[src/rtl/posit_encode_pipe.sv]
// posit_encode_pipe: two-stage pipelined posit encoder.
// Converts an unpacked posit into a packed WIDTH-bit posit. The unpacked form is sign, biased
// exponent, fraction with guard bits, and sticky. The encoder rounds to nearest even and clamps
// to minpos/maxpos. The output layout is the sign bit followed by the raw remainder, with no
// two's complement.
// Optional feature: define POSIT_ENCODE_SAT_COUNT_EN to add a 16-bit saturating counter of
// clamped beats (port sat_count).
module posit_encode_pipe #(
    parameter int unsigned WIDTH         = 8,
    parameter int unsigned ES            = 1,
    parameter int unsigned TRAILING_BITS = 2,
    localparam int unsigned MAX_SR       = WIDTH - 2,
    localparam int unsigned EXP_BITS     = $clog2(2 * MAX_SR + 1) + ES,
    localparam int unsigned FRAC_BITS    = WIDTH - 3 - ES,
    localparam int unsigned IN_FRAC_BITS = FRAC_BITS + TRAILING_BITS
) (
    input  logic                    clock,
    input  logic                    reset,
    input  logic                    in_valid,
    output logic                    in_ready,
    input  logic                    in_sign,
    input  logic                    in_isZero,
    input  logic                    in_isInf,
    input  logic [EXP_BITS-1:0]     in_exponent,
    input  logic [IN_FRAC_BITS-1:0] in_fraction,
    input  logic                    in_sticky,
    output logic                    out_valid,
    input  logic                    out_ready,
    output logic [WIDTH-1:0]        out_bits
`ifdef POSIT_ENCODE_SAT_COUNT_EN
    ,
    output logic [15:0]             sat_count
`endif
);

    localparam int unsigned UR_BITS   = EXP_BITS - ES;
    localparam int unsigned BODY_BITS = ES + IN_FRAC_BITS;
    // Regime can occupy up to WIDTH bits; zero padding keeps every body bit inside the vector.
    localparam int unsigned FULL_BITS = WIDTH + 1 + BODY_BITS;
    localparam logic [UR_BITS-1:0] MAX_SR_U = UR_BITS'(MAX_SR);
    localparam logic [UR_BITS-1:0] SAT_U    = UR_BITS'(2 * MAX_SR);

    // Handshake
    logic s1Valid, s2Valid, s1Load, s2Load;

    // Stage-1 combinational signals
    logic [UR_BITS-1:0]   uReg;
    logic [BODY_BITS-1:0] body;
    logic                 runBit;
    logic [UR_BITS:0]     runLen;
    logic [FULL_BITS-1:0] seed, runMask, full;

    // Stage-1 registers
    logic             s1Sign, s1Zero, s1Inf, s1Sat, s1Guard, s1Sticky;
    logic [WIDTH-2:0] s1Rem;

    // Stage-2 combinational signals
    logic             roundUp, satHi, satLo;
    logic [WIDTH-1:0] rounded;
    logic [WIDTH-2:0] rem;
    logic [WIDTH-1:0] s2BitsD;

    // Stage-2 registers
    logic [WIDTH-1:0] s2Bits;

    assign s2Load   = !s2Valid || out_ready;
    assign s1Load   = !s1Valid || s2Load;
    assign in_ready = s1Load;

    assign uReg = in_exponent[EXP_BITS-1:ES];

    if (ES > 0) begin : gEsBody
        assign body = {in_exponent[ES-1:0], in_fraction};
    end else begin : gNoEsBody
        assign body = in_fraction;
    end

    // Stage 1: regime run length and the regime/es/fraction bit string
    always_comb begin
        runBit = (uReg >= MAX_SR_U);
        if (runBit) begin
            runLen = {1'b0, uReg} - {1'b0, MAX_SR_U} + (UR_BITS + 1)'(1);
        end else begin
            runLen = {1'b0, MAX_SR_U} - {1'b0, uReg};
        end
        // Terminator and body slide right by the run length; the vacated MSBs carry the run.
        seed    = {~runBit, body, {WIDTH{1'b0}}};
        runMask = ~({FULL_BITS{1'b1}} >> runLen);
        full    = (seed >> runLen) | ({FULL_BITS{runBit}} & runMask);
    end

    // Stage-1 register: truncated remainder plus rounding information
    always_ff @(posedge clock or posedge reset) begin
        if (reset) begin
            s1Valid  <= 1'b0;
            s1Sign   <= 1'b0;
            s1Zero   <= 1'b0;
            s1Inf    <= 1'b0;
            s1Sat    <= 1'b0;
            s1Guard  <= 1'b0;
            s1Sticky <= 1'b0;
            s1Rem    <= '0;
        end else if (s1Load) begin
            s1Valid  <= in_valid;
            s1Sign   <= in_sign;
            s1Zero   <= in_isZero;
            s1Inf    <= in_isInf;
            s1Sat    <= (uReg > SAT_U);
            s1Rem    <= full[FULL_BITS-1 -: WIDTH-1];
            s1Guard  <= full[BODY_BITS+1];
            s1Sticky <= (|full[BODY_BITS:0]) | in_sticky;
        end
    end

    assign roundUp = s1Guard && (s1Sticky || s1Rem[0]);
    assign rounded = {1'b0, s1Rem} + WIDTH'(roundUp);
    assign satHi   = s1Sat || rounded[WIDTH-1];
    assign satLo   = !satHi && (rounded[WIDTH-2:0] == '0);

    // Stage 2: RNE result, clamping to maxpos/minpos, and special values
    always_comb begin
        rem = rounded[WIDTH-2:0];
        if (satHi) begin
            rem = '1;
        end else if (satLo) begin
            rem = (WIDTH - 1)'(1);
        end
        if (s1Zero) begin
            s2BitsD = '0;
        end else if (s1Inf) begin
            s2BitsD = {1'b1, {(WIDTH - 1){1'b0}}};
        end else begin
            s2BitsD = {s1Sign, rem};
        end
    end

    // Stage-2 register drives the output; holds while stalled
    always_ff @(posedge clock or posedge reset) begin
        if (reset) begin
            s2Valid <= 1'b0;
            s2Bits  <= '0;
        end else if (s2Load) begin
            s2Valid <= s1Valid;
            s2Bits  <= s2BitsD;
        end
    end

    assign out_valid = s2Valid;
    assign out_bits  = s2Bits;

`ifdef POSIT_ENCODE_SAT_COUNT_EN
    logic s2Clamped;
    logic [15:0] satCount;

    // Clamp flag travels with the beat so it is counted when the beat leaves
    always_ff @(posedge clock or posedge reset) begin
        if (reset) begin
            s2Clamped <= 1'b0;
        end else if (s2Load) begin
            s2Clamped <= s1Valid && !s1Zero && !s1Inf && (satHi || satLo);
        end
    end

    // Saturating count of clamped beats handed downstream
    always_ff @(posedge clock or posedge reset) begin
        if (reset) begin
            satCount <= '0;
        end else if (s2Valid && out_ready && s2Clamped && (satCount != 16'hFFFF)) begin
            satCount <= satCount + 16'd1;
        end
    end

    assign sat_count = satCount;
`endif

endmodule
[config.mk]
export PLATFORM = sky130hd
export DESIGN_NAME = posit_encode_pipe
export DESIGN_NICKNAME = d
export VERILOG_FILES = /design/src/rtl/posit_encode_pipe.sv
export SDC_FILE = /design/constraint.sdc
export NUM_CORES = 1
export LEC_CHECK = 0
export ABC_CLOCK_PERIOD_IN_PS = 6800
export BUFFER_PORTS_ARGS = -buffer_cell sky130_fd_sc_hd__buf_4
export CAP_MARGIN = 20
export CORE_MARGIN = 3
export CORE_UTILIZATION = 50
export CTS_CLUSTER_DIAMETER = 40
export CTS_CLUSTER_SIZE = 24
export DETAILED_ROUTE_END_ITERATION = 10
export GPL_TIMING_DRIVEN = 0
export PLACE_DENSITY_LB_ADDON = 0.12
export SLEW_MARGIN = 20
export SYNTH_ARGS = -nofsm -noshare
export SYNTH_HDL_FRONTEND = slang
export SYNTH_SLANG_ARGS = --single-unit
[constraint.sdc]
create_clock -name clock -period 6.8 [get_ports clock]
set_clock_uncertainty 0.2 [all_clocks]
set_input_delay 1.36 -clock clock [delete_from_list [all_inputs] [get_ports clock]]
set_output_delay 1.36 -clock clock [all_outputs]
set_load 0.01 [all_outputs]
* Word level (Yosys, flattened, before mapping)
Index checks and enable logic that the tools add are counted.
W data, S select, Z words.
** Word-level totals
- Output and inout port bits :: 10
- Register bits after elaboration :: 23
- Word-level logic and storage cells :: 39
** Operators by class
- Reductions and logical operators :: 11
- Bitwise gates (word level) :: 5
- Shift-type cells :: 2
- $lt $le $gt $ge :: 2
- Add/subtract/negate cells :: 4
- Mux-type cells :: 5
** Operators with widths (count)
- $and A16 B16 Y16 :: 1
- $mux W8 :: 2
- $not A16 Y16 :: 1
- $or A16 B16 Y16 :: 1
- $shr A16 B5 Y16 :: 1
- $shr A16 B5 Y16 const A :: 1
- $mux W7 :: 2
- $add A7 B1 Y8 :: 1
- $reduce_or A8 Y1 :: 1
- $logic_not A7 Y1 :: 1
- $add A5 B1 Y5 const B :: 1
- $mux W5 :: 1
- $sub A3 B4 Y5 const A :: 1
- $sub A4 B3 Y5 const B :: 1
- $ge A4 B3 Y1 const B :: 1
- $gt A4 B4 Y1 const B :: 1
- $logic_or A1 B1 Y1 :: 4
- $logic_not A1 Y1 :: 3
- $logic_and A1 B1 Y1 :: 2
- $not A1 Y1 :: 1
- $or A1 B1 Y1 :: 1

* Longest topological paths before layout
- Depth in word-level cells :: 10
- Gate-level depth with buffers :: 14
- Depth with buffers taken out :: 11

* Worst setup path after synthesis
Ideal clock, no wire load.
- Path kind :: input-to-reg
- Start point :: input in_exponent[1]
- End point :: register s1Sticky
- Arrival time :: 3.852 ns
- Path buffers :: 2
- Cell stages on the path :: 13
- Data required time :: 6.475 ns
- Setup time :: 0.125 ns
- Path slack :: 2.623 ns
- Cell sequence :: buf_6 inv_1 ha_1 a21o_4 a21oi_2 ha_1 clkbuf_1 mux2_2 mux2_2 a211oi_1 mux2_2 o32ai_1 o21bai_1
** Between the ends
- Cells in the longest elaborated chain, start to end :: 9
- Elaborated cells on any way between the ends :: 13
- Classes of those cells :: add/sub: 3; order compare: 1; shift: 2; mux: 1; bitwise: 5; reduce/logical: 1
** RTL lines
- from (decl) :: line 24 : input logic [EXP_BITS-1:0] in_exponent,
- $sub A4 B3 Y5 :: line 82 : runLen = {1'b0, uReg} - {1'b0, MAX_SR_U} + (UR_BITS + 1)'(1);
- $add A5 B1 Y5 :: line 82
- $mux W5 :: line 81 : if (runBit) begin
- $shr A16 B5 Y16 :: line 88 : runMask = ~({FULL_BITS{1'b1}} >> runLen);
- $not A16 Y16 :: line 88
- $and A16 B16 Y16 :: line 89 : full = (seed >> runLen) | ({FULL_BITS{runBit}} & runMask);
- $or A16 B16 Y16 * :: line 89
- $reduce_or A8 Y1 * :: line 111 : s1Sticky <= (|full[BODY_BITS:0]) | in_sticky;
- $or A1 B1 Y1 * :: line 111
- to (signal assigned) :: line 111
- to (decl) :: line 54 : logic s1Sign, s1Zero, s1Inf, s1Sat, s1Guard, s1Sticky;
Mark *: on every way between the ends. The rest lies on a longest branch, timed or not.
A chain may end at the register's enable or synchronous reset.

* Worst setup path in the final report
- Start point :: input out_ready
- End point :: output in_ready
** Between the ends
- Cells in the longest elaborated chain, start to end :: 2
** RTL lines
- from (decl) :: line 28 : input logic out_ready,
- $logic_or A1 B1 Y1 :: line 66 : assign s2Load = !s2Valid || out_ready;
- $logic_or A1 B1 Y1 :: line 67 : assign s1Load = !s1Valid || s2Load;
- to (decl) :: line 20 : output logic in_ready,
No other way between the ends.

==> out/summary.md <==
The number of antenna violations at the first check in global routing is 0. In the post-synthesis netlist, the biggest area contributors are sky130_fd_sc_hd__dfrtp_1 (30%), sky130_fd_sc_hd__nand2_1 (5.0%), sky130_fd_sc_hd__ha_1 (4.5%), sky130_fd_sc_hd__a211oi_1 (4.2%), sky130_fd_sc_hd__mux2i_1 (4.1%). The hold path depth was 1. Final cell area excluding filler cells: 0.002257 mm2.

The largest fanout of any net on the critical path came out at 10. The cell sitting at the root of the clock tree is a sky130_fd_sc_hd__clkbuf_8. Yosys printed 0 warnings. The run finished with clean final reports.

The tools report the leakage power of the design as 0.001024 uW. In this run, distinct cell masters in the synthesized netlist total 53. The number of antenna diodes in the final layout is 0.

The first global-routing pass estimated 7.093 mm of wire. Summed over all nets, the half-perimeter wirelength after detailed placement is 3.330 mm. The run gives 0.6074 as the utilization after layout. The element type at the critical path end is an output port.

Row generation in the floorplan step produced 22 rows. The clock net in this run drives a total of 23 sinks. The number of clock buffers added by TritonCTS is 3.

Entering global routing, the biggest net connects 24 pins. In the final timing run, aggregate negative setup slack is 0 ns. The mean instance size in the synthesized netlist is 8.433 um2.

The worst hold-check path type is reg2reg. The die covers 0.004681 mm2. The count of buffers added on input and output ports is 27.

The filler cells instantiated in the layout total 369. The mapped netlist covers 0.001948 mm2. The floorplan step set the die height to 68.42 um. The total nets after synthesis is 257. Summed over all layers, the routed wires come to 4.281 mm.

For this run, the leading register cell type out of synthesis is sky130_fd_sc_hd__dfrtp_1. The iteration count of the initial detailed-routing pass was 5; the share of post-route cells with drive strength above 1 was 0.2214. The final-report hold violation count was 0; the share of synthesized registers carrying an async set or reset was 1.000.

The final route contains 1764 vias. The horizontal extent of the die came out at 68.42 um. The tools report the category of the worst setup path launch point as a primary input. After global routing the overflow that remains totals 0. The run gives 2.81 ns as the data arrival time at the worst-slack endpoint. Across the run, the number of max-cap violations was 0. 29 I/O pins were placed. Using the TritonRoute via totals, the vias-per-cell ratio works out to 5.690. For the finished layout, the period the worst path requires is 4.371 ns. The count of nets left with antenna violations after detail routing was 0. Setup repair after global routing left no endpoint under its margin. For this block, the initial DRC count from the detailed router was 131.

The total cell area at the placement stage was 0.002211 mm2; the worst slew margin relative to its limit was 0.4398. Later-pin clock latency in the skew report: 0.26 ns. Via count of the first global-routing pass: 1490. TritonCTS built the clock tree. Post-CTS timing repair inserted 0 buffers for setup. The cell type with the largest total area after synthesis is sky130_fd_sc_hd__dfrtp_1.

Derived from the worst setup path, the maximum achievable clock frequency is 228.8 MHz. The most instantiated library cell after synthesis is sky130_fd_sc_hd__nand2_1. The final hold slack was 0.2598 ns. The run gives 0 as the total count of max-transition violations in the final report.

The clock passes through at most 2 buffers. Maximum level of the CTS H-tree: 1. The initial standard-cell utilization of the core came out at 0.5242. The slack of the worst reg-to-reg path is 4.36 ns, and the post-route non-filler standard cell count is 310. For the total track usage, the log shows 0.1981.

Across the VDD grid, the largest voltage drop is 194.6 uV. The post-cts resize count was 0. The wire length per cell was 13.81 um; the placed instance count was 306. The commonest cells after synthesis are sky130_fd_sc_hd__nand2_1 (26), sky130_fd_sc_hd__dfrtp_1 (23), sky130_fd_sc_hd__nor2_1 (20). The share of the synthesized area in the top cell type was 0.2954.

Hold repair after CTS inserted 0 buffers. In the final design database the tool counted 289 nets. The worst setup path is of the in2out kind. The layout overhead on the synthesized area is 15.86%.

The synthesized instance count was 231; the slew at the pin closest to its max-slew limit was 0.8394 ns. For this design the ratio of total power to cell area is 193.5 mW/mm2. The required arrival time at the worst endpoint is 5.24 ns, and the standard cell core area is 0.003716 mm2. The fraction of the yosys area taken by sequential cells is 0.2954, and the clock edge transition at the registers on the reported setup and hold paths is 0.08 ns. Portion of the clock cycle consumed by the worst path in the final layout: 0.6428.

Counting flops with a built-in enable in the synthesized netlist gives 0. The number of cells on the worst reg-to-reg path is 8. The count of endpoints failing setup in the final report came out at 0. The number of synthesized register bits is 23, and the routability congestion estimate is 0.8537.

For this run, design rule violations remaining after detail routing come to 0.
-- registers in the layout, summed over array words and instances (netlist names) --
register	cells
out_valid	1
s1Sign	1
s1Sat	1
out_bits	8
s1Rem	7
s1Valid	1
s1Inf	1
s1Sticky	1
s1Zero	1
s1Guard	1
-- layout make-up --
type                            instances  area (um2)  share of cell area
Buffer                                 15       80.08             0.03548
Clock buffer                            3       41.29             0.01829
Clock inverter                          1       5.005            0.002217
Inverter                                8       30.03             0.01330
Multi-Input combinational cell        185        1262              0.5593
Sequential cell                        23       575.6              0.2550
Tap cell                               48       60.06             0.02661
Timing Repair Buffer                   27       202.7             0.08980
-- report_power, final --
group / leakage [uW] / switching, uW / internal (uW)
clock network: 0.0000255 / 43.4 / 40.9
logic: 0.000723 / 91.8 / 83.5
registers: 0.000275 / 18.7 / 158
total: 0.00102 / 154 / 283
-- kinds of logic (layout without fill, tap and decap cells) --
group / after synthesis / after routing / synth area share
multiplexers: 15 / 15 / 0.08157
adder cells (fa/ha/maj): 7 / 7 / 0.04496
flip-flops: 23 / 23 / 0.2954
AND/OR/NAND/NOR: 83 / 83 / 0.2132
XOR/XNOR: 5 / 5 / 0.02248
buffers and inverters: 23 / 54 / 0.05652
AO/OA/AOI/OAI: 75 / 75 / 0.2858
-- layout by cell type (no fill, tap or decap), types with 6 or more instances in the layout --
| cell type | netlist | layout |
|---|---|---|
| sky130_fd_sc_hd__ha_1 | 7 | 7 |
| sky130_fd_sc_hd__nor2_1 | 20 | 20 |
| sky130_fd_sc_hd__clkbuf_1 | 8 | 8 |
| sky130_fd_sc_hd__a211oi_1 | 11 | 11 |
| sky130_fd_sc_hd__nor2b_1 | 7 | 7 |
| sky130_fd_sc_hd__buf_4 | 1 | 28 |
| sky130_fd_sc_hd__mux2i_1 | 8 | 8 |
| sky130_fd_sc_hd__mux2_2 | 6 | 6 |
| sky130_fd_sc_hd__a31oi_1 | 8 | 8 |
| sky130_fd_sc_hd__inv_1 | 7 | 7 |
| sky130_fd_sc_hd__nand2_1 | 26 | 26 |
| sky130_fd_sc_hd__a21oi_1 | 13 | 13 |
| sky130_fd_sc_hd__a21o_1 | 7 | 7 |
| sky130_fd_sc_hd__o21ai_0 | 6 | 6 |
| sky130_fd_sc_hd__dfrtp_1 | 23 | 23 |
-- worst max-delay path, stage by stage --
cell and delay, ns:
sky130_fd_sc_hd__buf_4 0.11, sky130_fd_sc_hd__nor2b_1 0.09, sky130_fd_sc_hd__clkbuf_1 0.29, sky130_fd_sc_hd__and2_1 0.20
sky130_fd_sc_hd__clkinv_1 0.24, sky130_fd_sc_hd__clkbuf_1 0.31, sky130_fd_sc_hd__buf_4 0.21
-- worst paths after layout --
check | from | end
setup / recovery | out_ready | in_ready
hold / removal | s1Valid | out_valid
setup reg to reg | s1Rem[0] | out_bits[0]
hold reg to reg | s1Valid | out_valid
max in group asynchronous | reset | s1Zero
min in group asynchronous | reset | s1Rem[0]
-- per-layer routing --
| layer | global-route usage | up-vias | part of all wire |
|---|---|---|---|
| met5 | 0 | - | 0 |
| met4 | 0.01489 | 0 | 0.0049 |
| met3 | 0.03941 | 2 | 0.062 |
| met2 | 0.2872 | 47 | 0.43 |
| met1 | 0.3110 | 808 | 0.50 |
| li1 | - | 907 | - |
-- per-stage QoR --
step	total power [uW]	worst slack [ns]
global route	472.8	2.221
floorplan	300.6	2.623
CTS	438.2	2.419
finish	436.8	2.429
global placement	352.3	2.197
detailed placement	354.1	2.201
Power figures use the tool's default switching activity.
